`src/rtl/cache_def.sv`:
```
// Shared definitions for the client-risk cache: CPU-port structs plus the
// command and verdict encodings used by the risk sequencer.
package cache_def;

  localparam int RISK_WORD_W = 32;

  typedef struct packed {
    logic [31:0] addr;
    logic [31:0] data;
    logic        rw;
    logic        valid;
  } cpu_req_type;

  typedef struct packed {
    logic [31:0] data;
    logic        ready;
  } cpu_result_type;

  // Prefixed so the literals cannot collide with a TIMEOUT parameter in importers.
  typedef enum logic {
    RISK_ORDER     = 1'b0,
    RISK_SET_LIMIT = 1'b1
  } risk_op_e;

  typedef enum logic [1:0] {
    RISK_OK         = 2'd0,
    RISK_OVER_LIMIT = 2'd1,
    RISK_TIMEOUT    = 2'd2
  } risk_code_e;

endpackage

```
`src/rtl/trade_risk_sequencer_check.sv`:
```
// Combinational limit check: decides whether a command may be applied to a
// risk word {limit, accum} and forms the word to write back.
module risk_limit_check
  import cache_def::*;
#(
  parameter int QTY_W = 16
) (
  input  risk_op_e                op,
  input  logic [QTY_W-1:0]        limit,
  input  logic [QTY_W-1:0]        accum,
  input  logic [QTY_W-1:0]        qty,
  output logic                    pass,
  output logic [RISK_WORD_W-1:0]  new_word
);

  logic [QTY_W:0] sum;

  always_comb begin
    // NOTE: every output gets a default before the branch, so no latch is inferred.
    sum      = {1'b0, accum} + {1'b0, qty};
    pass     = 1'b1;
    new_word = {qty, accum};
    if (op == RISK_ORDER) begin
      // The carry bit makes any 16-bit overflow exceed every representable limit.
      pass     = (sum <= {1'b0, limit});
      new_word = {limit, sum[QTY_W-1:0]};
    end
  end

endmodule

```
`src/rtl/trade_risk_sequencer.sv`:
```
// Order/limit-update front-end of the client-risk cache: read the client's risk
// word, check it, write it back on success and return a verdict.
module trade_risk_sequencer
  import cache_def::*;
#(
  parameter int CLIENT_W = 10,
  parameter int QTY_W    = 16,
  parameter int TIMEOUT  = 64
) (
  input  logic                clk,
  input  logic                rst_n,
  input  logic                ord_valid,
  output logic                ord_ready,
  input  logic                ord_op,
  input  logic [CLIENT_W-1:0] ord_client,
  input  logic [QTY_W-1:0]    ord_qty,
  output cpu_req_type         cpu_req,
  input  cpu_result_type      cpu_res,
  output logic                res_valid,
  input  logic                res_ready,
  output logic                res_accept,
  output logic [1:0]          res_code,
  output logic [CLIENT_W-1:0] res_client,
  output logic [QTY_W-1:0]    res_accum,
  output logic                busy
);

  typedef enum logic [2:0] {
    S_IDLE,
    S_READ,
    S_DECIDE,
    S_WRITE,
    S_RESP
  } state_e;

  localparam int              WD_W    = $clog2(TIMEOUT);
  localparam logic [WD_W-1:0] WD_LAST = WD_W'(TIMEOUT - 1);

  state_e                 state;
  risk_op_e               op_q;
  logic [QTY_W-1:0]       qty_q;
  logic [RISK_WORD_W-1:0] word_q;
  logic [WD_W-1:0]        wd;
  logic                   pass;
  logic [RISK_WORD_W-1:0] new_word;

  risk_limit_check #(.QTY_W(QTY_W)) u_check (
    .op       (op_q),
    .limit    (word_q[RISK_WORD_W-1:QTY_W]),
    .accum    (word_q[QTY_W-1:0]),
    .qty      (qty_q),
    .pass     (pass),
    .new_word (new_word)
  );

  // NOTE: all state here is written with <= so every register samples pre-edge values.
  always_ff @(posedge clk) begin
    if (!rst_n) begin
      state      <= S_IDLE;
      cpu_req    <= '0;
      res_valid  <= 1'b0;
      res_accept <= 1'b0;
      res_code   <= RISK_OK;
      res_client <= '0;
      res_accum  <= '0;
      wd         <= '0;
      op_q       <= RISK_ORDER;
      qty_q      <= '0;
      word_q     <= '0;
      ord_ready  <= 1'b1;
      busy       <= 1'b0;
    end else begin
      case (state)
        S_IDLE: begin
          if (ord_valid) begin
            op_q          <= risk_op_e'(ord_op);
            qty_q         <= ord_qty;
            res_client    <= ord_client;
            cpu_req.addr  <= RISK_WORD_W'({ord_client, 4'b0000});
            cpu_req.data  <= '0;
            cpu_req.rw    <= 1'b0;
            cpu_req.valid <= 1'b1;
            wd            <= '0;
            ord_ready     <= 1'b0;
            busy          <= 1'b1;
            state         <= S_READ;
          end
        end

        S_READ: begin
          if (cpu_res.ready) begin
            word_q        <= cpu_res.data;
            cpu_req.valid <= 1'b0;
            state         <= S_DECIDE;
          end else if (wd == WD_LAST) begin
            cpu_req.valid <= 1'b0;
            res_code      <= RISK_TIMEOUT;
            res_accept    <= 1'b0;
            res_accum     <= '0;
            res_valid     <= 1'b1;
            state         <= S_RESP;
          end else begin
            wd <= wd + 1'b1;
          end
        end

        // Idle gap on cpu_req.valid keeps the cache FSM from re-entering compare_tag.
        S_DECIDE: begin
          if (pass) begin
            cpu_req.data  <= new_word;
            cpu_req.rw    <= 1'b1;
            cpu_req.valid <= 1'b1;
            wd            <= '0;
            state         <= S_WRITE;
          end else begin
            res_code   <= RISK_OVER_LIMIT;
            res_accept <= 1'b0;
            res_accum  <= word_q[QTY_W-1:0];
            res_valid  <= 1'b1;
            state      <= S_RESP;
          end
        end

        S_WRITE: begin
          if (cpu_res.ready) begin
            cpu_req.valid <= 1'b0;
            res_code      <= RISK_OK;
            res_accept    <= 1'b1;
            res_accum     <= cpu_req.data[QTY_W-1:0];
            res_valid     <= 1'b1;
            state         <= S_RESP;
          end else if (wd == WD_LAST) begin
            cpu_req.valid <= 1'b0;
            res_code      <= RISK_TIMEOUT;
            res_accept    <= 1'b0;
            res_accum     <= word_q[QTY_W-1:0];
            res_valid     <= 1'b1;
            state         <= S_RESP;
          end else begin
            wd <= wd + 1'b1;
          end
        end

        S_RESP: begin
          if (res_ready) begin
            res_valid <= 1'b0;
            ord_ready <= 1'b1;
            busy      <= 1'b0;
            state     <= S_IDLE;
          end
        end

        default: state <= S_IDLE;
      endcase
    end
  end

endmodule
```
`config.mk`:
```
export PLATFORM = sky130hd
export DESIGN_NAME = trade_risk_sequencer
export DESIGN_NICKNAME = d
export VERILOG_FILES = /design/src/rtl/cache_def.sv /design/src/rtl/trade_risk_sequencer_check.sv /design/src/rtl/trade_risk_sequencer.sv
export SDC_FILE = /design/constraint.sdc
export NUM_CORES = 1
export LEC_CHECK = 0
export ABC_AREA = 1
export ABC_CLOCK_PERIOD_IN_PS = 10000
export BUFFER_PORTS_ARGS = -buffer_cell sky130_fd_sc_hd__buf_2
export CORE_UTILIZATION = 35
export CTS_BUF_LIST = sky130_fd_sc_hd__clkbuf_8
export DETAILED_ROUTE_END_ITERATION = 16
export GPL_ROUTABILITY_DRIVEN = 0
export SLEW_MARGIN = 30
export SYNTH_ARGS = -nofsm -noshare
export SYNTH_HDL_FRONTEND = slang
export SYNTH_HIERARCHICAL = 1
export SYNTH_SLANG_ARGS = --single-unit
export TNS_END_PERCENT = 100
```
`constraint.sdc`:
```
create_clock -name clk -period 10 [get_ports clk]
set_clock_uncertainty 0.05 [all_clocks]
set_input_delay 1.5 -clock clk [delete_from_list [all_inputs] [get_ports clk]]
set_output_delay 1.5 -clock clk [all_outputs]
set_load 0.02 [all_outputs]
```
# == Word level (Yosys, flattened, before mapping) ==
# Cells that the tools add are included.
# classes
n_addsub,2
order_cmp,1
eq_ne,15
muxes,47
reduce_logical,17
# op_table
cell,n
$mux W16,5
$mux W34,2
$pmux W33 S2,1
$pmux W16 S3,1
$mux W32,1
$mux W6,4
$mux W3,6
$pmux W6 S3,1
$add A16 B16 Y17,1
$le A17 B16 Y1,1
$ne A2 B2 Y1 const B,8
$mux W1,15
$pmux W3 S5,1
$reduce_and A5 Y1,2
$reduce_and A3 Y1,3
$mux W2,4
$reduce_and A4 Y1,2
$add A6 B1 Y6 const B,1
$eq A3 B2 Y1 const B,2
$eq A6 B6 Y1 const B,1
$pmux W1 S3,2
$pmux W2 S3,1
$reduce_and A2 Y1,3
$reduce_bool A3 Y1,2
10 further kinds,12
# totals
register_bits,124
input_bits,64
out_inout_bits,98
wordCells,97

# == Logic depth before layout (Yosys ltp) ==
# logic_depth
ltp_word,5
depth_mapped,26
mapped_depth_nobuf,26

# == Cells and area by module ==
# Netlist, hierarchy kept.
# by_module_without_submodules
module,instances,cells_per_inst,area_per_inst_um2,seq_area_each_um2
trade_risk_sequencer,1,755,5358.9,2482.4
risk_limit_check,1,292,1632.8,0.0

# == Worst setup path before layout ==
# OpenSTA, ideal clock, no wires.
# synth_timing
path_kind,flip-flop to flip-flop
startpoint,register word_q[8]
endpoint,register res_accum[15]
setup_time_ns,0.062
arrival_time_ns,3.175
required_time_ns,9.888
slack_ns,6.713
path_stages_with_launch,23
n_path_buf,1
synth_period_minus_slack_ns,3.287
cell_sequence,dfxtp_1 > ha_1 > a21o_1 > o21bai_1 > o21bai_2 > a21oi_2 > nand2_1 > and2_1 > ha_1 > nand2_1 > inv_1 > a311oi_1 > nor2_1 > nor2_1 > nand3_1 > nand3_1 > nand3_1 > nand2_1 > nor2_4 > buf_6 > nand3b_1 > nand2_1 > nor2_2
# synth_between
elab_chain_cells,5
# synth_lines
element,line,rtl
start: declaration,trade_risk_sequencer.sv:42,logic [RISK_WORD_W-1:0] word_q;
start signal: assignment,trade_risk_sequencer.sv:92,word_q <= cpu_res.data;
$add A16 B16 Y17,trade_risk_sequencer_check.sv:20,"sum = {1'b0, accum} + {1'b0, qty};"
$le A17 B16 Y1,trade_risk_sequencer_check.sv:25,"pass = (sum <= {1'b0, limit});"
$mux W1,trade_risk_sequencer_check.sv:23,if (op == RISK_ORDER) begin
net pass,trade_risk_sequencer.sv:44,logic pass;
$ne A2 B2 Y1 (no line),--,
$reduce_and A5 Y1 (no line),--,
end signal: assignment,trade_risk_sequencer.sv:118,res_accum <= word_q[QTY_W-1:0];
end signal: assignment,trade_risk_sequencer.sv:129,res_accum <= cpu_req.data[QTY_W-1:0];
end signal: assignment,trade_risk_sequencer.sv:136,res_accum <= word_q[QTY_W-1:0];
end: declaration,trade_risk_sequencer.sv:24,"output logic [QTY_W-1:0] res_accum,"
# The timed path passes the listed nets, and every way through them passes these cells.
# A chain may end at the register's enable or synchronous reset.

# == Worst setup path after layout ==
# layout_timing
startpoint,register word_q[0]
endpoint,register cpu_req[14] (netlist bit)
# layout_between
elab_chain_cells,5
elab_cells_between_ends,8
classes_between,add/sub (1); order compare (1); eq/ne (1); mux (4); reduce/logical (1)
# layout_lines
element,line,rtl
$add A16 B16 Y17,trade_risk_sequencer_check.sv:20,
$le A17 B16 Y1,trade_risk_sequencer_check.sv:25,
$mux W1,trade_risk_sequencer_check.sv:23,
net pass,trade_risk_sequencer.sv:44,
$ne A2 B2 Y1 (no line),--,
$reduce_and A3 Y1 (no line),--,
end: declaration,trade_risk_sequencer.sv:17,"output cpu_req_type cpu_req,"
# The timed path passes the listed nets, and every way through them passes these cells. The select of a mux whose other input is x is not followed.

==> impl_metrics.csv <==
group,metric,value,unit
detailed_routing,wl_per_cell,14.1,um
global_routing,grt_pass1_wl,31700,um
synth,synth-seq-cells,124,
clocking,root_buffer,"clkbuf_8",
layout,area_growth,14.9,%
placed_design,numPlacedInstances,1399,
layout,instances_no_fill,1431,
hold_path,whs_endpoint,"cpu_req[24]",
worst_setup_path,required,10260,ps
clocking,numCtsBuffers,17,
die,start_util,0.358,
worst_setup_path,path_class,"reg2reg",
worst_setup_path,reg2reg_depth,21,
run,cap_violations,0,
timing,layout_min_cycle_time,4070,ps
die,io_pins,162,
worst_setup_path,critPathArrivalTime,4330,ps
synth,netlist_instances,1047,
clocking,cts_tree,"built",
synth,synthDistinctLibCells,43,
placed_design,io_buffer_count,139,
timing,tightest_slew,916,ps
detailed_routing,drt-total-wl,20200,um
synth,yosys_warnings,6,
clocking,postCtsResizedCells,0,
clocking,hold_buffers,0,
layout,final_nets,1251,
pwr,ir_worst_vdd,0.0879,mV
worst_setup_path,r2r_setup_slack,5930,ps
die,die_w,143,um
detailed_routing,routed_via_density,4.72,
die,coreArea,19500,um2
worst_setup_path,cp_max_fo,34,
timing,rsz0062_at_grt,"no",
hold_path,hold_start,"cpu_req[24]",
worst_setup_path,worst_r2r_startpoint,"word_q[0]",
layout,finish.utilization,0.412,
timing,slew_headroom,0.387,
die,dieArea,20500,um2
layout,drive_above_1_share,0.180,
synth,synth_area,6990,um2
synth,seq_area_frac_synth,0.355,
die,core.rowCount,51,
global_routing,grt_usage,0.202,
detailed_routing,drt_iter0_drc,322,
synth,syn_area_per_cell,6.68,um2
placed_design,dp_hpwl,14700,um
clocking,htree_levels,4,
clocking,clk_latency,460,ps
clocking,clkSlewWorstSetupHoldPaths,90,ps
worst_setup_path,endpoint_kind,"register",
global_routing,grt-ovfl-total,0,
worst_setup_path,cp-start-kind,"register",
detailed_routing,ant_nets,0,
clocking,cts_setup_buffers,0,
pwr,leakage,3.78,nW
timing,hold_viol,0,
timing,finalSetupViolations,0,
timing,finalSetupTns,0,ps
timing,fmax,246,MHz
global_routing,grt_start_max_net_pins,61,
hold_path,min_path_type,"reg2reg",
global_routing,antenna_found_initial,0,
layout,antenna_cells,0,
layout,final_common_cell,"nand2_1",
timing,maxSlewViolCount,0,
die,die_h,143,um
clocking,clockBufferDepth,2,
global_routing,grt_pass1_vias,5970,
hold_path,hold_depth,2,
detailed_routing,vias,6754,
layout,fillCellCount,2153,
timing,period_share,0.407,
outcome,status,"completed",
pwr,p_per_area,176,nW/um2
clocking,cts.sinks,124,
worst_setup_path,r2r_end,"cpu_req[14]",
detailed_routing,dr.pass1.iters,5,
timing,hold_slack,412,ps
layout,mostFrequentLayoutCells,"353 x nand2_1, 139 x buf_2, 124 x dfxtp_1, 102 x a21oi_1, 101 x nor2_1",
detailed_routing,drc,0,
==> worst max path at each step <==
stage | start | endpoint | slack [ps] | cells after the start
after floorplan | word_q[8] | res_accum[15] | 6710 | 22
after global placement | word_q[0] | cpu_req[22] | 6120 | 21
after detailed placement | word_q[0] | cpu_req[4] | 6040 | 21
after CTS | word_q[0] | cpu_req[4] | 6000 | 21
after global routing | word_q[0] | cpu_req[15] | 5530 | 21
final | word_q[0] | cpu_req[14] | 5930 | 21
==> metrics by stage <==
| step | cell area, um2 | total power, mW | setup slack, ps |
|---|---|---|---|
| finish | 8040 | 1.41 | 5930 |
| detailed placement | 7670 | 1.00 | 6040 |
| global route | 8040 | 1.51 | 5530 |
| floorplan | 7070 | 0.901 | 6710 |
| global placement | 7670 | 0.996 | 6120 |
| CTS | 8040 | 1.43 | 6000 |
==> per-layer routing <==
| metal | vias up | part of all wire | GRT usage |
|---|---|---|---|
| li1 | 3500 | - | - |
| met1 | 3050 | 0.47 | 0.269 |
| met2 | 178 | 0.45 | 0.316 |
| met3 | 26 | 0.059 | 0.0566 |
| met4 | 0 | 0.018 | 0.0638 |
| met5 | - | 0 | 0 |
==> synth_stat cells <==
library cell	instances	area share
nor2_4	4	0.0064
a311oi_1	1	0.0013
xor2_2	1	0.0023
o2111ai_1	1	0.0013
nor2_2	5	0.0045
a31oi_1	1	0.00090
a21o_2	1	0.0013
nand3_2	2	0.0029
ha_1	33	0.059
o21ai_0	65	0.047
or2_1	1	0.00090
nand4_1	6	0.0054
nand3b_1	18	0.019
o21ai_1	5	0.0036
buf_6	2	0.0032
a21o_1	1	0.0011
and2_1	2	0.0018
clkinv_1	1	0.00054
a21oi_2	2	0.0025
nand2_4	1	0.0016
a211oi_1	1	0.0011
buf_4	36	0.039
nor3_1	7	0.0050
nand3_1	22	0.016
conb_1	1	0.00054
fa_1	1	0.0029
clkbuf_1	21	0.011
inv_2	7	0.0038
xnor2_1	3	0.0038
nor2_1	101	0.054
buf_2	18	0.013
dfxtp_1	124	0.36
and3_1	1	0.00090
nand2_1	353	0.19
o211ai_1	1	0.0011
nor3b_1	1	0.0011
inv_1	70	0.038
nand2_2	11	0.0098
xor2_1	9	0.011
o21bai_2	1	0.0016
o21bai_1	2	0.0021
a21oi_1	102	0.073
or2_2	1	0.00090
==> power by group <==
| group | internal (mW) | leakage (nW) | switching, mW |
|---|---|---|---|
| clock | 0.202 | 0.183 | 0.220 |
| sequential | 0.534 | 1.01 | 0.0357 |
| combinational | 0.137 | 2.59 | 0.286 |
| total | 0.873 | 3.78 | 0.542 |
==> logic make-up after synthesis <==
family / after synthesis / synth area share
other: 1 / 0.000536
buffers and inverters: 155 / 0.108
AOI/OAI and AO/OA: 184 / 0.137
xor gates and xnor gates: 13 / 0.0174
adders and majority gates: 34 / 0.0619
DFF: 124 / 0.355
and+or+nand+nor: 536 / 0.320
==> sequential cells by signal (all words and copies together), names as in the netlist <==
register,cells
busy,1
cpu_req,34
op_q,1
ord_ready,1
qty_q,16
res_accept,1
res_accum,16
res_client,10
res_code,2
res_valid,1
state,3
wd,6
word_q,32
==> critical path, stage by stage (launching register included) <==
cell,delay [ps]
dfxtp_1,350
ha_1,240
fa_1,400
nand2_1,80
nand2_1,60
nand2_1,100
o21bai_1,110
a31oi_1,210
xnor2_1,210
ha_1,290
nand2_1,80
inv_1,50
a311oi_1,260
nor2_1,80
nor2_1,90
nand3_1,80
nand3_1,170
nor2_1,120
nor2_2,170
nand2_2,430
nand2_1,200
a21oi_1,80
==> layout make-up <==
cell class                 count  area [um2]  share of cell area
multi-input combinational    789        3830               0.477
sequential                   124        2480               0.309
timing repair buffer         143         726              0.0903
tap                          265         332              0.0413
inverter                      78         293              0.0364
clock buffer                  18         248              0.0308
clock inverter                14         123              0.0153
No activity file was read; power rests on OpenSTA's default activity.
